## config.mk

```make
export PLATFORM = sky130hd
export DESIGN_NAME = demux_router
export DESIGN_NICKNAME = d
export VERILOG_FILES = /design/src/rtl/demux_router.sv
export SDC_FILE = /design/constraint.sdc
export NUM_CORES = 1
export LEC_CHECK = 0
export ABC_AREA = 1
export BUFFER_PORTS_ARGS = -buffer_cell sky130_fd_sc_hd__buf_2
export CELL_PAD_IN_SITES_DETAIL_PLACEMENT = 1
export CELL_PAD_IN_SITES_GLOBAL_PLACEMENT = 1
export CORE_ASPECT_RATIO = 1.75
export CORE_UTILIZATION = 42
export CTS_CLUSTER_DIAMETER = 60
export DETAILED_ROUTE_END_ITERATION = 12
export PLACE_DENSITY = 0.82
export SLEW_MARGIN = 10
export SYNTH_ARGS = -nofsm -noshare
export SYNTH_HDL_FRONTEND = slang
export SYNTH_SLANG_ARGS = --single-unit
export TNS_END_PERCENT = 5
```

## constraint.sdc

```tcl
create_clock -name i_clk -period 2.89 [get_ports i_clk]
set_clock_uncertainty 0.1 [all_clocks]
set_input_delay 0.289 -clock i_clk [delete_from_list [all_inputs] [get_ports i_clk]]
set_output_delay 0.289 -clock i_clk [all_outputs]
set_load 0.02 [all_outputs]
```

## src/rtl/demux_router.sv

```systemverilog
// demux_router: 1-to-2 stream demultiplexer with valid/ready handshake.
// A beat is steered by i_sel (1 -> channel A, 0 -> channel B) into that
// channel's 2-entry data FIFO; each channel keeps a saturating beat counter.
//
// Ports:
//   i_clk, i_rst_n           clock, asynchronous active-low reset
//   i_data, i_sel, i_valid   input beat, route select, beat valid
//   o_ready                  input accepted when i_valid & o_ready
//   o_a, o_a_valid, i_a_ready  channel A output stream
//   o_b, o_b_valid, i_b_ready  channel B output stream
//   i_clr_cnt                synchronous clear of both counters
//   o_cnt_a, o_cnt_b         saturating counts of beats routed per channel
//
// Optional build macro: DEMUX_ROUTER_ASSERT_EN adds immediate protocol checks
// to the clocked process; behaviour is identical with or without it.
module demux_router #(
  parameter int unsigned WIDTH = 8,
  parameter int unsigned CNT_W = 16
) (
  input  logic             i_clk,
  input  logic             i_rst_n,
  input  logic [WIDTH-1:0] i_data,
  input  logic             i_sel,
  input  logic             i_valid,
  output logic             o_ready,
  output logic [WIDTH-1:0] o_a,
  output logic             o_a_valid,
  input  logic             i_a_ready,
  output logic [WIDTH-1:0] o_b,
  output logic             o_b_valid,
  input  logic             i_b_ready,
  input  logic             i_clr_cnt,
  output logic [CNT_W-1:0] o_cnt_a,
  output logic [CNT_W-1:0] o_cnt_b
);

  // Channel index 0 is A, 1 is B.
  localparam int unsigned NCH   = 2;
  localparam int unsigned DEPTH = 2;
  localparam int unsigned OCC_W = 2;
  localparam logic [OCC_W-1:0] OCC_FULL = OCC_W'(DEPTH);
  localparam logic [CNT_W-1:0] CNT_MAX  = {CNT_W{1'b1}};

  logic [WIDTH-1:0] mem_q    [NCH][DEPTH];
  logic [WIDTH-1:0] mem_d    [NCH][DEPTH];
  logic             wr_ptr_q [NCH];
  logic             wr_ptr_d [NCH];
  logic             rd_ptr_q [NCH];
  logic             rd_ptr_d [NCH];
  logic [OCC_W-1:0] occ_q    [NCH];
  logic [OCC_W-1:0] occ_d    [NCH];
  logic [WIDTH-1:0] head_q   [NCH];
  logic [WIDTH-1:0] head_d   [NCH];
  logic [CNT_W-1:0] cnt_q    [NCH];
  logic [CNT_W-1:0] cnt_d    [NCH];
  logic [NCH-1:0]   valid_q;
  logic [NCH-1:0]   valid_d;

  logic [NCH-1:0]   full;
  logic [NCH-1:0]   push;
  logic [NCH-1:0]   pop;
  logic [NCH-1:0]   cons_rdy;

  // Ready depends only on the selected channel's registered occupancy.
  assign full[0]  = (occ_q[0] == OCC_FULL);
  assign full[1]  = (occ_q[1] == OCC_FULL);
  assign o_ready  = i_sel ? ~full[0] : ~full[1];

  assign push[0]  = i_valid & o_ready & i_sel;
  assign push[1]  = i_valid & o_ready & ~i_sel;
  assign cons_rdy = {i_b_ready, i_a_ready};
  assign pop      = valid_q & cons_rdy;

  assign o_a       = head_q[0];
  assign o_a_valid = valid_q[0];
  assign o_b       = head_q[1];
  assign o_b_valid = valid_q[1];
  assign o_cnt_a   = cnt_q[0];
  assign o_cnt_b   = cnt_q[1];

  // Next-state for both FIFOs, their registered head/valid and counters.
  always_comb begin
    for (int unsigned ch = 0; ch < NCH; ch++) begin
      mem_d[ch]    = mem_q[ch];
      wr_ptr_d[ch] = wr_ptr_q[ch];
      rd_ptr_d[ch] = rd_ptr_q[ch];
      occ_d[ch]    = occ_q[ch];
      cnt_d[ch]    = cnt_q[ch];

      if (push[ch]) begin
        mem_d[ch][wr_ptr_q[ch]] = i_data;
        wr_ptr_d[ch]            = ~wr_ptr_q[ch];
      end
      if (pop[ch]) begin
        rd_ptr_d[ch] = ~rd_ptr_q[ch];
      end

      case ({push[ch], pop[ch]})
        2'b10:   occ_d[ch] = occ_q[ch] + OCC_W'(1);
        2'b01:   occ_d[ch] = occ_q[ch] - OCC_W'(1);
        default: occ_d[ch] = occ_q[ch];
      endcase

      // Head is looked up from next-state so the output flop shows it one cycle later.
      head_d[ch]  = mem_d[ch][rd_ptr_d[ch]];
      valid_d[ch] = (occ_d[ch] != '0);

      // Clear wins over a same-cycle push.
      if (i_clr_cnt) begin
        cnt_d[ch] = '0;
      end else if (push[ch] && (cnt_q[ch] != CNT_MAX)) begin
        cnt_d[ch] = cnt_q[ch] + CNT_W'(1);
      end
    end
  end

  // State registers; reset flushes both FIFOs and counters asynchronously.
  always_ff @(posedge i_clk or negedge i_rst_n) begin
    if (!i_rst_n) begin
      for (int unsigned ch = 0; ch < NCH; ch++) begin
        for (int unsigned e = 0; e < DEPTH; e++) begin
          mem_q[ch][e] <= '0;
        end
        wr_ptr_q[ch] <= 1'b0;
        rd_ptr_q[ch] <= 1'b0;
        occ_q[ch]    <= '0;
        head_q[ch]   <= '0;
        cnt_q[ch]    <= '0;
      end
      valid_q <= '0;
    end else begin
      for (int unsigned ch = 0; ch < NCH; ch++) begin
        mem_q[ch]    <= mem_d[ch];
        wr_ptr_q[ch] <= wr_ptr_d[ch];
        rd_ptr_q[ch] <= rd_ptr_d[ch];
        occ_q[ch]    <= occ_d[ch];
        head_q[ch]   <= head_d[ch];
        cnt_q[ch]    <= cnt_d[ch];
      end
      valid_q <= valid_d;
`ifdef DEMUX_ROUTER_ASSERT_EN
      if (i_valid && $isunknown(i_sel)) begin
        $error("demux_router: i_sel is X/Z while i_valid is high");
      end
      for (int unsigned ch = 0; ch < NCH; ch++) begin
        if (push[ch] && full[ch]) begin
          $error("demux_router: push into full FIFO on channel %0d", ch);
        end
        if (valid_q[ch] && !cons_rdy[ch] && (head_d[ch] != head_q[ch])) begin
          $error("demux_router: output data changed while stalled on channel %0d", ch);
        end
        if (occ_q[ch] > OCC_FULL) begin
          $error("demux_router: occupancy overflow on channel %0d", ch);
        end
      end
`else
`endif
    end
  end

endmodule

```

==> reports/results.txt, run 1 <==
status - completed
Antenna Violating Nets Remaining - 0
Buffers on Ports - 65
Routability Congestion - 0.818
cts bufs inserted - 9
initial antenna violation count - 0
die span in x - 81.6 um
worst hold endpoint - o_cnt_b[8]$_DFFE_PN0P_
largest family of logic cells by synthesized area - simple AND/OR/NAND/NOR gates
Hold Crit Class - in2reg
post-synth net total - 610
most frequent cells in the layout - nand2_1 (198), dfrtp_1 (90), buf_2 (64), inv_1 (55), nor2_1 (43)
Power per Cell Area - 831 nW/um^2
Worst setup SP type - flip-flop
Top Ports - 66
final WL - 12400 um
initial detailed-routing violation count - 132
gr usage total - 23.6%
Arr. time, crit path - 2.26 ns
Comb power frac - 34.1%
die area - 11500 sq um
setup TNS - 0 ns
Slowest-stage cell, CP - ha_1
Synth cell types - 29
vias in the first global route - 4278
crit end category - flip-flop
fin worst setup slack - 0.747 ns
crit path max fanout - 14
H-tree levels - 3
reg2reg end - valid_q[0]$_DFF_PN0_
RSZ-0062 raised after global routing - false
mux contribution to synthesized area - 0%
Post-Synth Adder-Cell Area - 1.08%
largest net degree at the start of global routing - 51
YS warnings - 0
Slew Viols, Final - 0
XOR/XNOR share of the synthesized area - 4.49%
Vias/cell - 5.18
clock slew at reported path FFs - 0.06 ns
Worst EP required - 3.01 ns
global-route wire length before repair - 20800 um
commonest non-fill, non-tap cell in the layout - nand2_1
CP Cell Sequence - inv_1 -> nand2_1 -> nand3_2 -> ha_1 -> a21oi_1 -> o21ai_0 -> xnor2_1 -> or2_2
Slew headroom - 52.2%
hold path cells - 4
CTS root buf - clkbuf_16
ratio of cells with drive above 1 in the final layout - 15.4%
NetSw - 1.71 mW
max-cap viol count - 0
total gr overflow - 0
Mean Syn Cell Area - 7.87 sq um
Clock Sinks - 90
R2R depth - 8
Synth area leaders - dfrtp_1 (48%), nand2_1 (16%), inv_1 (4.4%), o21ai_0 (4.3%), nand3_1 (4.2%)
CTS tree - yes
fin nets - 677
Synth top area share - 48.4%
DRT Pass-1 Iters - 4
setup slack after placement - 0.766 ns
cell-internal power - 2.76 mW
core area - 10800 sq um
# diodes - 0
Clock Latency Late Sink - 0.34 ns
final critical-path share of the clock period - 74.1%
vias - 4098
Synth Area in Compound Gates - 12.2%
sequential area share after synthesis - 48.4%
WL/cell - 15.7 um
final setup fails - 0
Post-route DRC - 0
simple-gate share of the synthesized area - 27.2%
worst slew pin tran - 0.713 ns
sw frac - 38.3%
Starting Density - 43.2%
CTS Buffer Depth - 2
Clk pwr share - 23.7%
Synth Instances - 591
Rows - 50
share of power burned in registers - 42.2%
Final Critical Period - 2.14 ns
Peak Freq - 467 MHz
area of the mapped netlist - 4650 sq um
startpoint of the worst hold path - i_clr_cnt
Post-DP HPWL - 9160 um
CP max stage delay - 0.42 ns
Synth-to-Final Area Change - 15.6%
critical path class - reg2reg
Leak - 2.74 nW
setup slack, reg-to-reg - 0.75 ns
post-synth top area cell - dfrtp_1
Peak VDD IR - 0.000524 V
count of state elements after synthesis - 90
Die Ht - 141 um
Final Hold Fails - 0
Reg-to-Reg Start - occ_q[2]$_DFF_PN0_
## metal layers
metal | vias up | GRT usage (%) | wire length [um]
met5 | - | 0 | 0
met4 | 0 | 8.55 | 210
met3 | 19 | 2.65 | 277
met2 | 58 | 43.4 | 6850
met1 | 2012 | 27.2 | 5050
li1 | 2009 | - | -
## worst max-delay path, delay by kind of cell (launching register included)
| family | cells | cell delay [ns] |
|---|---|---|
| xor gates and xnor gates | 1 | 0.18 |
| DFF | 1 | 0.40 |
| buffers and inverters | 1 | 0.05 |
| adders and majority gates | 1 | 0.42 |
| and+or+nand+nor | 3 | 0.61 |
| AOI/OAI and AO/OA | 2 | 0.27 |
## flip-flops by register name, indices dropped and copies added, names as in the netlist
| signal | cells |
|---|---|
| valid_q | 2 |
| o_b | 8 |
| o_a | 8 |
| rd_ptr_q | 2 |
| occ_q | 4 |
| mem_q | 32 |
| wr_ptr_q | 2 |
| o_cnt_b | 16 |
| o_cnt_a | 16 |
## synthesized netlist by cell type
library cell	count
nand4_1	6
clkinv_1	2
xnor2_1	8
xor2_2	1
nand3_1	39
nor2_1	43
buf_2	8
nand3_2	2
nand2_1	198
o21ai_0	40
ha_1	4
o21a_1	24
clkbuf_1	6
nor2_8	1
o21bai_1	4
a21oi_1	11
o211ai_4	1
buf_4	3
or2_2	2
nand3b_1	3
dfrtp_1	90
o21ai_1	16
xor2_1	14
nor3_2	1
nor2_4	1
nor2_2	3
nand2_2	2
inv_1	55
inv_2	3
## cells by family after synthesis
logic type	count (synthesis)
adders and majority gates	4
buffers and inverters	77
xor gates and xnor gates	23
AOI/OAI and AO/OA	96
DFF	90
and+or+nand+nor	301
## repair_timing
action                    4_1_cts  5_1_grt
hold endpoints to repair       47        0
setup buffers                   0        0
resized for setup               0        0
hold buffers                    1        0
## metrics by stage
stage          total power, mW  cell area, sq um  util (%)  hold slack (ns)  std cells
2_1_floorplan             2.97              4650         -           -0.107        591
3_3_place_gp              3.32              5110      47.5            0.250        776
3_5_place_dp              3.45              5110      47.5            0.257        776
4_1_cts                   4.52              5380      50.0            0.293        791
5_1_grt                   4.80              5380      50.0            0.320        791
6_report                  4.47              5380      50.0            0.287        791
## power by group through the flow
| stage | Clock (mW) | Combinational (mW) | Sequential [mW] |
|---|---|---|---|
| 4_1_cts | 1.08 | 1.55 | 1.89 |
| 5_1_grt | 1.13 | 1.74 | 1.94 |
| 3_3_place_gp | 0 | 1.44 | 1.87 |
| 6_report | 1.06 | 1.53 | 1.89 |
| 2_1_floorplan | 0 | 1.04 | 1.93 |
| 3_5_place_dp | 0 | 1.54 | 1.91 |
## how the worst max path moves through the flow
stage,endpoint,start,cells after the start,slack [ns]
4_1_cts,valid_q[0]$_DFF_PN0_,occ_q[2]$_DFF_PN0_,8,0.75
5_1_grt,valid_q[0]$_DFF_PN0_,occ_q[2]$_DFF_PN0_,8,0.54
2_1_floorplan,valid_q[1]$_DFF_PN0_,occ_q[0]$_DFF_PN0_,7,0.84
6_report,valid_q[0]$_DFF_PN0_,occ_q[2]$_DFF_PN0_,8,0.75
3_3_place_gp,valid_q[1]$_DFF_PN0_,occ_q[0]$_DFF_PN0_,6,0.89
3_5_place_dp,valid_q[0]$_DFF_PN0_,occ_q[2]$_DFF_PN0_,8,0.77
## cell type report
class / count / area (sq um)
Multi-Input combinational cell: 424 / 2090
Inverter: 60 / 225
Clock inverter: 3 / 17.5
Tap cell: 130 / 163
Timing Repair Buffer: 73 / 390
Sequential cell: 90 / 2250
Clock buffer: 11 / 243
Fill cell: 1368 / 5380
No activity file was read; power rests on OpenSTA's default activity.
==> run 2, diff against run 1 <==
Settings changed: CORE_UTILIZATION 42 to 38, PLACE_DENSITY 0.82 to 0.79.
Clock period 2.89 ns to 1.9 ns, I/O delays scaled along.
==> run 2 against run 1 <==
- sequential cell count unchanged
- via count increased by 2.8%
- global-route usage decreased by 2.4 points
- largest power group unchanged
==> reports/results.txt, run 2 (synthesis gave the netlist of run 1 again) <==
ratio of cells with drive above 1 in the final layout - 19.1% (+3.6 points)
Final Hold Fails - 0 (unchanged)
Starting Density - 38.8% (-4.5 points)
Final Non-Filler Cells - 847 (+7.1%)
Worst EP required - 2.02 ns (-0.99 ns)
WL/cell - 15.0 um (-4.0%)
R2R depth - 6 (-2)
DRT Pass-1 Iters - 4 (unchanged)
crit path max fanout - 5 (-9)
Reg-to-Reg Start - occ_q[0]$_DFF_PN0_
Layout fillers - 1473 (+7.7%)
Synth-to-Final Area Change - 22.5%
CTS Buffer Depth - 2 (unchanged)
Slew headroom - 69.1% (+17 points)
critical path class - reg2reg
crit end category - flip-flop
largest net degree at the start of global routing - 49 (-3.9%)
vias - 4213 (+2.8%)
Largest Register - mem_q
gr usage total - 21.3% (-2.4 points)
worst slew pin tran - 0.462 ns (-0.251 ns)
global-route wire length before repair - 21300 um (+2.4%)
Clock Sinks - 90 (unchanged)
Antenna Violating Nets Remaining - 0 (unchanged)
Layout Utilization - 47.5% (-2.5 points)
Rows - 53 (+6.0%)
Peak Freq - 552 MHz (+18%)
cts bufs inserted - 9 (unchanged)
final setup fails - 0 (unchanged)
fin nets - 696 (+2.8%)
Post-route DRC - 0 (unchanged)
CTS tree - yes
Worst setup SP type - flip-flop
commonest non-fill, non-tap cell in the layout - nand2_1
most frequent cells in the layout - nand2_1 (196), dfrtp_1 (90), buf_2 (64), inv_1 (55), nor2_1 (42)
die span in x - 85.7 um (+5.0%)
Vias/cell - 4.97 (-4.0%)
vias in the first global route - 4578 (+7.0%)
final critical-path share of the clock period - 95.3% (+21 points)
Peak VDD IR - 0.000535 V (+2.2%)
Top Ports - 66 (unchanged)
DP Cell Count - 822 (+5.9%)
clock slew at reported path FFs - 0.07 ns (about the same)
setup slack, reg-to-reg - 0.09 ns (-0.66 ns)
Hold Crit Class - in2async
fin worst setup slack - 0.0894 ns (-0.658 ns)
Routability Congestion - 0.813 (-0.59%)
setup TNS - 0 ns (unchanged)
initial antenna violation count - 0 (unchanged)
Leak - 2.88 nW (+5.0%)
Arr. time, crit path - 1.93 ns (-0.33 ns)
setup slack after placement - 0.0352 ns (-0.731 ns)
RSZ-0062 raised after global routing - true
# diodes - 0 (unchanged)
Slew Viols, Final - 0 (unchanged)
CTS root buf - clkbuf_16
Post-DP HPWL - 9180 um (+0.27%)
die area - 12700 sq um (+10%)
final WL - 12700 um (+2.8%)
Buffers on Ports - 65 (unchanged)
total gr overflow - 0 (unchanged)
reg2reg end - valid_q[1]$_DFF_PN0_
core area - 12000 sq um (+12%)
total design power - 7.30 mW (+63%)
Clock Latency Late Sink - 0.34 ns (about the same)
status - completed
initial detailed-routing violation count - 96 (-27%)
H-tree levels - 3 (unchanged)
Die Ht - 148 um (+5.1%)
Power per Cell Area - 1280 nW/um^2 (+54%)
max reg flops - 32 (unchanged)
Final Critical Period - 1.81 ns (-0.332 ns)
max-cap viol count - 0 (unchanged)
-- run 2: changes by cell type in the layout (fill, tap and decap cells not counted), moves of 2 or more --
cell,previous run,this run
buf_12,0,2
nand2_1,198,196
ha_2,0,2
ha_1,4,1
buf_4,8,23
bufinv_16,0,2
-- run 2: what timing repair did --
action,in CTS,in global routing
hold buffers,1,0
hold endpoints to repair,20,0
setup endpoints to repair,0,27
gates resized for setup,0,9
buffers inserted,0,8
-- run 2: worst max-delay path by stage --
stage | cells past startpoint | to | startpoint | slack (ns)
2_1_floorplan | 9 | valid_q[0]$_DFF_PN0_ | occ_q[2]$_DFF_PN0_ | -0.02
3_3_place_gp | 10 | o_cnt_a[4]$_DFFE_PN0P_ | o_cnt_a[0]$_DFFE_PN0P_ | 0.15
3_5_place_dp | 9 | o_cnt_a[3]$_DFFE_PN0P_ | o_cnt_a[0]$_DFFE_PN0P_ | 0.04
4_1_cts | 10 | o_cnt_b[3]$_DFFE_PN0P_ | o_cnt_b[0]$_DFFE_PN0P_ | 0.03
5_1_grt | 7 | valid_q[0]$_DFF_PN0_ | occ_q[3]$_DFF_PN0_ | -0.001
6_report | 6 | valid_q[1]$_DFF_PN0_ | occ_q[0]$_DFF_PN0_ | 0.09
-- run 2: report_power, final --
group	leakage [nW]	switching [mW]	internal, mW
clock	0.158	0.808	1.17
sequential	1.17	0.278	2.48
combinational	1.55	1.62	0.951
total	2.88	2.71	4.59
-- run 2: final cells by class --
cell class | count | area, sq um | share of cell area, %
Sequential cell | 90 | 2250 | 39.5
Multi-Input combinational cell | 424 | 2130 | 37.3
Timing Repair Buffer | 92 | 562 | 9.86
Clock buffer | 9 | 225 | 3.95
Inverter | 60 | 225 | 3.95
Tap cell | 165 | 206 | 3.62
Clock inverter | 7 | 101 | 1.78
-- run 2: worst max-delay path, cell delays in order (launching register included) --
cell	delay, ns
dfrtp_1	0.45
o211ai_4	0.23
ha_4	0.24
a21oi_1	0.13
o21ai_1	0.10
xor2_1	0.16
or2_2	0.29
-- run 2: per-stage QoR --
step	hold WS, ns	area [sq um]
floorplan	-0.206	4670
global placement	0.00746	5260
detailed placement	0.0101	5260
CTS	0.186	5600
global route	0.211	5700
finish	0.175	5700
-- run 2: per-layer routing --
metal | global-route usage [%] | vias to the layer above | routed length [um]
met1 | 22.9 | 2100 | 5040
li1 | - | 2043 | -
met4 | 7.25 | 0 | 167
met5 | 0 | - | 0
met3 | 3.33 | 14 | 298
met2 | 41.2 | 56 | 7220
==> run 3, diff against run 2 <==
Settings changed: CELL_PAD_IN_SITES_DETAIL_PLACEMENT 1 to 2, CELL_PAD_IN_SITES_GLOBAL_PLACEMENT 1 to 2, CORE_UTILIZATION 38 to 30, PLACE_DENSITY 0.79 to 0.78.
==> run 3 against run 2 <==
- register-to-register slack hardly changed
- hold slack improved by 0.048 ns
- sequential power grew 1%
- wire length rose by 16%
- setup slack worse by 0.014 ns
- final area up 0.75%
- largest cell class unchanged
- fmax decreased by 0.76%
- critical path type unchanged
- power shrank 0.96%
- critical endpoint unchanged
- combinational power increased by 2%
- first-iteration DRC count shrank 56%
- non-clock buffer count grew 2
- via count grew 1.8%
==> reports/results.txt, run 3 (synthesis gave the netlist of run 1 again) <==
total design power - 7.23 mW (-0.96%)
clock slew at reported path FFs - 0.06 ns (about the same)
core area - 15000 sq um (+25%)
Post-route DRC - 0 (unchanged)
vias in the first global route - 4848 (+5.9%)
max reg flops - 32 (unchanged)
CTS root buf - clkbuf_16
initial antenna violation count - 0 (unchanged)
initial detailed-routing violation count - 42 (-56%)
H-tree levels - 3 (unchanged)
Largest Register - mem_q
cts bufs inserted - 9 (unchanged)
CP startpoint - occ_q[0]$_DFF_PN0_
Routability Congestion - 0.783 (-3.7%)
Reg-to-Reg Start - occ_q[0]$_DFF_PN0_
die area - 16000 sq um (+26%)
Area after DPL - 5370 sq um (+2.0%)
Peak Freq - 548 MHz (-0.76%)
final WL - 14700 um (+16%)
Buffers on Ports - 65 (unchanged)
CP max stage delay - 0.47 ns (+0.02 ns)
WL/cell - 16.9 um (+13%)
Arr. time, crit path - 1.95 ns (+0.02 ns)
Vias/cell - 4.94 (-0.71%)
die span in x - 96.1 um (+12%)
Clock Sinks - 90 (unchanged)
most frequent cells in the layout - nand2_1 (197), dfrtp_1 (90), buf_2 (64), inv_1 (55), nor2_1 (42)
Layout fillers - 1765 (+20%)
Antenna Violating Nets Remaining - 0 (unchanged)
global-route wire length before repair - 24100 um (+13%)
R2R depth - 6 (unchanged)
final setup fails - 0 (unchanged)
Rows - 59 (+11%)
ratio of cells with drive above 1 in the final layout - 19.3% (+0.21 points)
# diodes - 0 (unchanged)
setup slack after placement - 0.0285 ns (-0.00669 ns)
Post-DP HPWL - 11000 um (+20%)
commonest non-fill, non-tap cell in the layout - nand2_1
critical path class - reg2reg
worst slew pin tran - 0.472 ns (+0.0101 ns)
gr usage total - 19.8% (-1.4 points)
Top Ports - 66 (unchanged)
setup slack, reg-to-reg - 0.08 ns (about the same)
Layout Utilization - 38.3% (-9.2 points)
Leak - 2.89 nW (+0.29%)
Starting Density - 31.1% (-7.7 points)
fin worst setup slack - 0.0755 ns (-0.0139 ns)
Synth-to-Final Area Change - 23.4%
Slew headroom - 68.5% (-0.56 points)
max-cap viol count - 0 (unchanged)
total gr overflow - 0 (unchanged)
Worst setup SP type - flip-flop
Final Critical Period - 1.82 ns (+0.0139 ns)
CP Cell Sequence - o211ai_4 -> ha_4 -> a21oi_1 -> o21ai_1 -> xor2_1 -> or2_2
vias - 4287 (+1.8%)
Peak VDD IR - 0.000423 V (-21%)
Slew Viols, Final - 0 (unchanged)
Clock Latency Late Sink - 0.35 ns (about the same)
Worst EP required - 2.02 ns (about the same)
crit end category - flip-flop
status - completed
Die Ht - 167 um (+12%)
reg2reg end - valid_q[1]$_DFF_PN0_
Power per Cell Area - 1260 nW/um^2 (-1.7%)
Hold Crit Class - in2reg
final critical-path share of the clock period - 96.0% (+0.73 points)
post-route cell area - 5740 sq um (+0.75%)
DP Cell Count - 848 (+3.2%)
Final Hold Fails - 0 (unchanged)
Setup crit end - valid_q[1]$_DFF_PN0_
fin nets - 699 (+0.43%)
Final Non-Filler Cells - 868 (+2.5%)
Slowest-stage cell, CP - dfrtp_1
largest net degree at the start of global routing - 38 (-22%)
CTS Buffer Depth - 2 (unchanged)
crit path max fanout - 5 (unchanged)
CTS tree - yes
DRT Pass-1 Iters - 4 (unchanged)
## run 3: worst max-delay path: cells and delay by family (launching register included)
kind	cells	cell delay (ns)
XOR/XNOR	1	0.16
flip-flops	1	0.47
adder cells (fa/ha/maj)	1	0.24
AO/OA/AOI/OAI	3	0.47
AND/OR/NAND/NOR	1	0.28
## run 3: routing by layer
metal  vias up  wire length (um)  global-route usage (%)
met5         -                 0                       0
met4         0               368                    6.81
met3        21               348                    3.61
met2        64              8530                    38.4
met1      2146              5460                    20.3
li1       2056                 -                       -
## run 3: how the worst min path moves through the flow
stage | from | end | depth (start not counted)
floorplan | i_rst_n | mem_q[0]$_DFF_PN0_ | 0
global placement | i_rst_n | valid_q[0]$_DFF_PN0_ | 1
CTS | i_clr_cnt | o_cnt_b[1]$_DFFE_PN0P_ | 4
detailed placement | i_rst_n | o_a[4]$_DFF_PN0_ | 1
finish | i_clr_cnt | o_cnt_b[8]$_DFFE_PN0P_ | 4
global route | i_data[6] | mem_q[22]$_DFF_PN0_ | 4
## run 3: stage by stage
| stage | hold slack (ns) | setup TNS (ns) |
|---|---|---|
| floorplan | -0.206 | -0.0243 |
| global placement | 0.0761 | 0 |
| detailed placement | 0.0803 | 0 |
| CTS | 0.191 | 0 |
| global route | 0.251 | -0.143 |
| finish | 0.223 | 0 |
## run 3: what timing repair did
item	CTS	global route
setup endpoints to repair	0	29
setup buffers	0	2
endpoints found under the hold margin	29	0
resized for setup	0	10
hold buffers	1	0
## run 3: final cells by class
type | instances | area, sq um | area share (%)
clock buffers | 10 | 229 | 3.99
clock inverters | 6 | 65.1 | 1.13
inverters | 60 | 225 | 3.92
multi-input cells | 425 | 2150 | 37.4
flip-flops and latches | 90 | 2250 | 39.2
well taps | 183 | 229 | 3.99
repair buffers | 94 | 593 | 10.3
## run 3: where the power goes
part,switching (mW),internal (mW),total (mW)
logic,1.67,0.953,2.62
registers,0.315,2.48,2.79
clock network,0.790,1.03,1.82
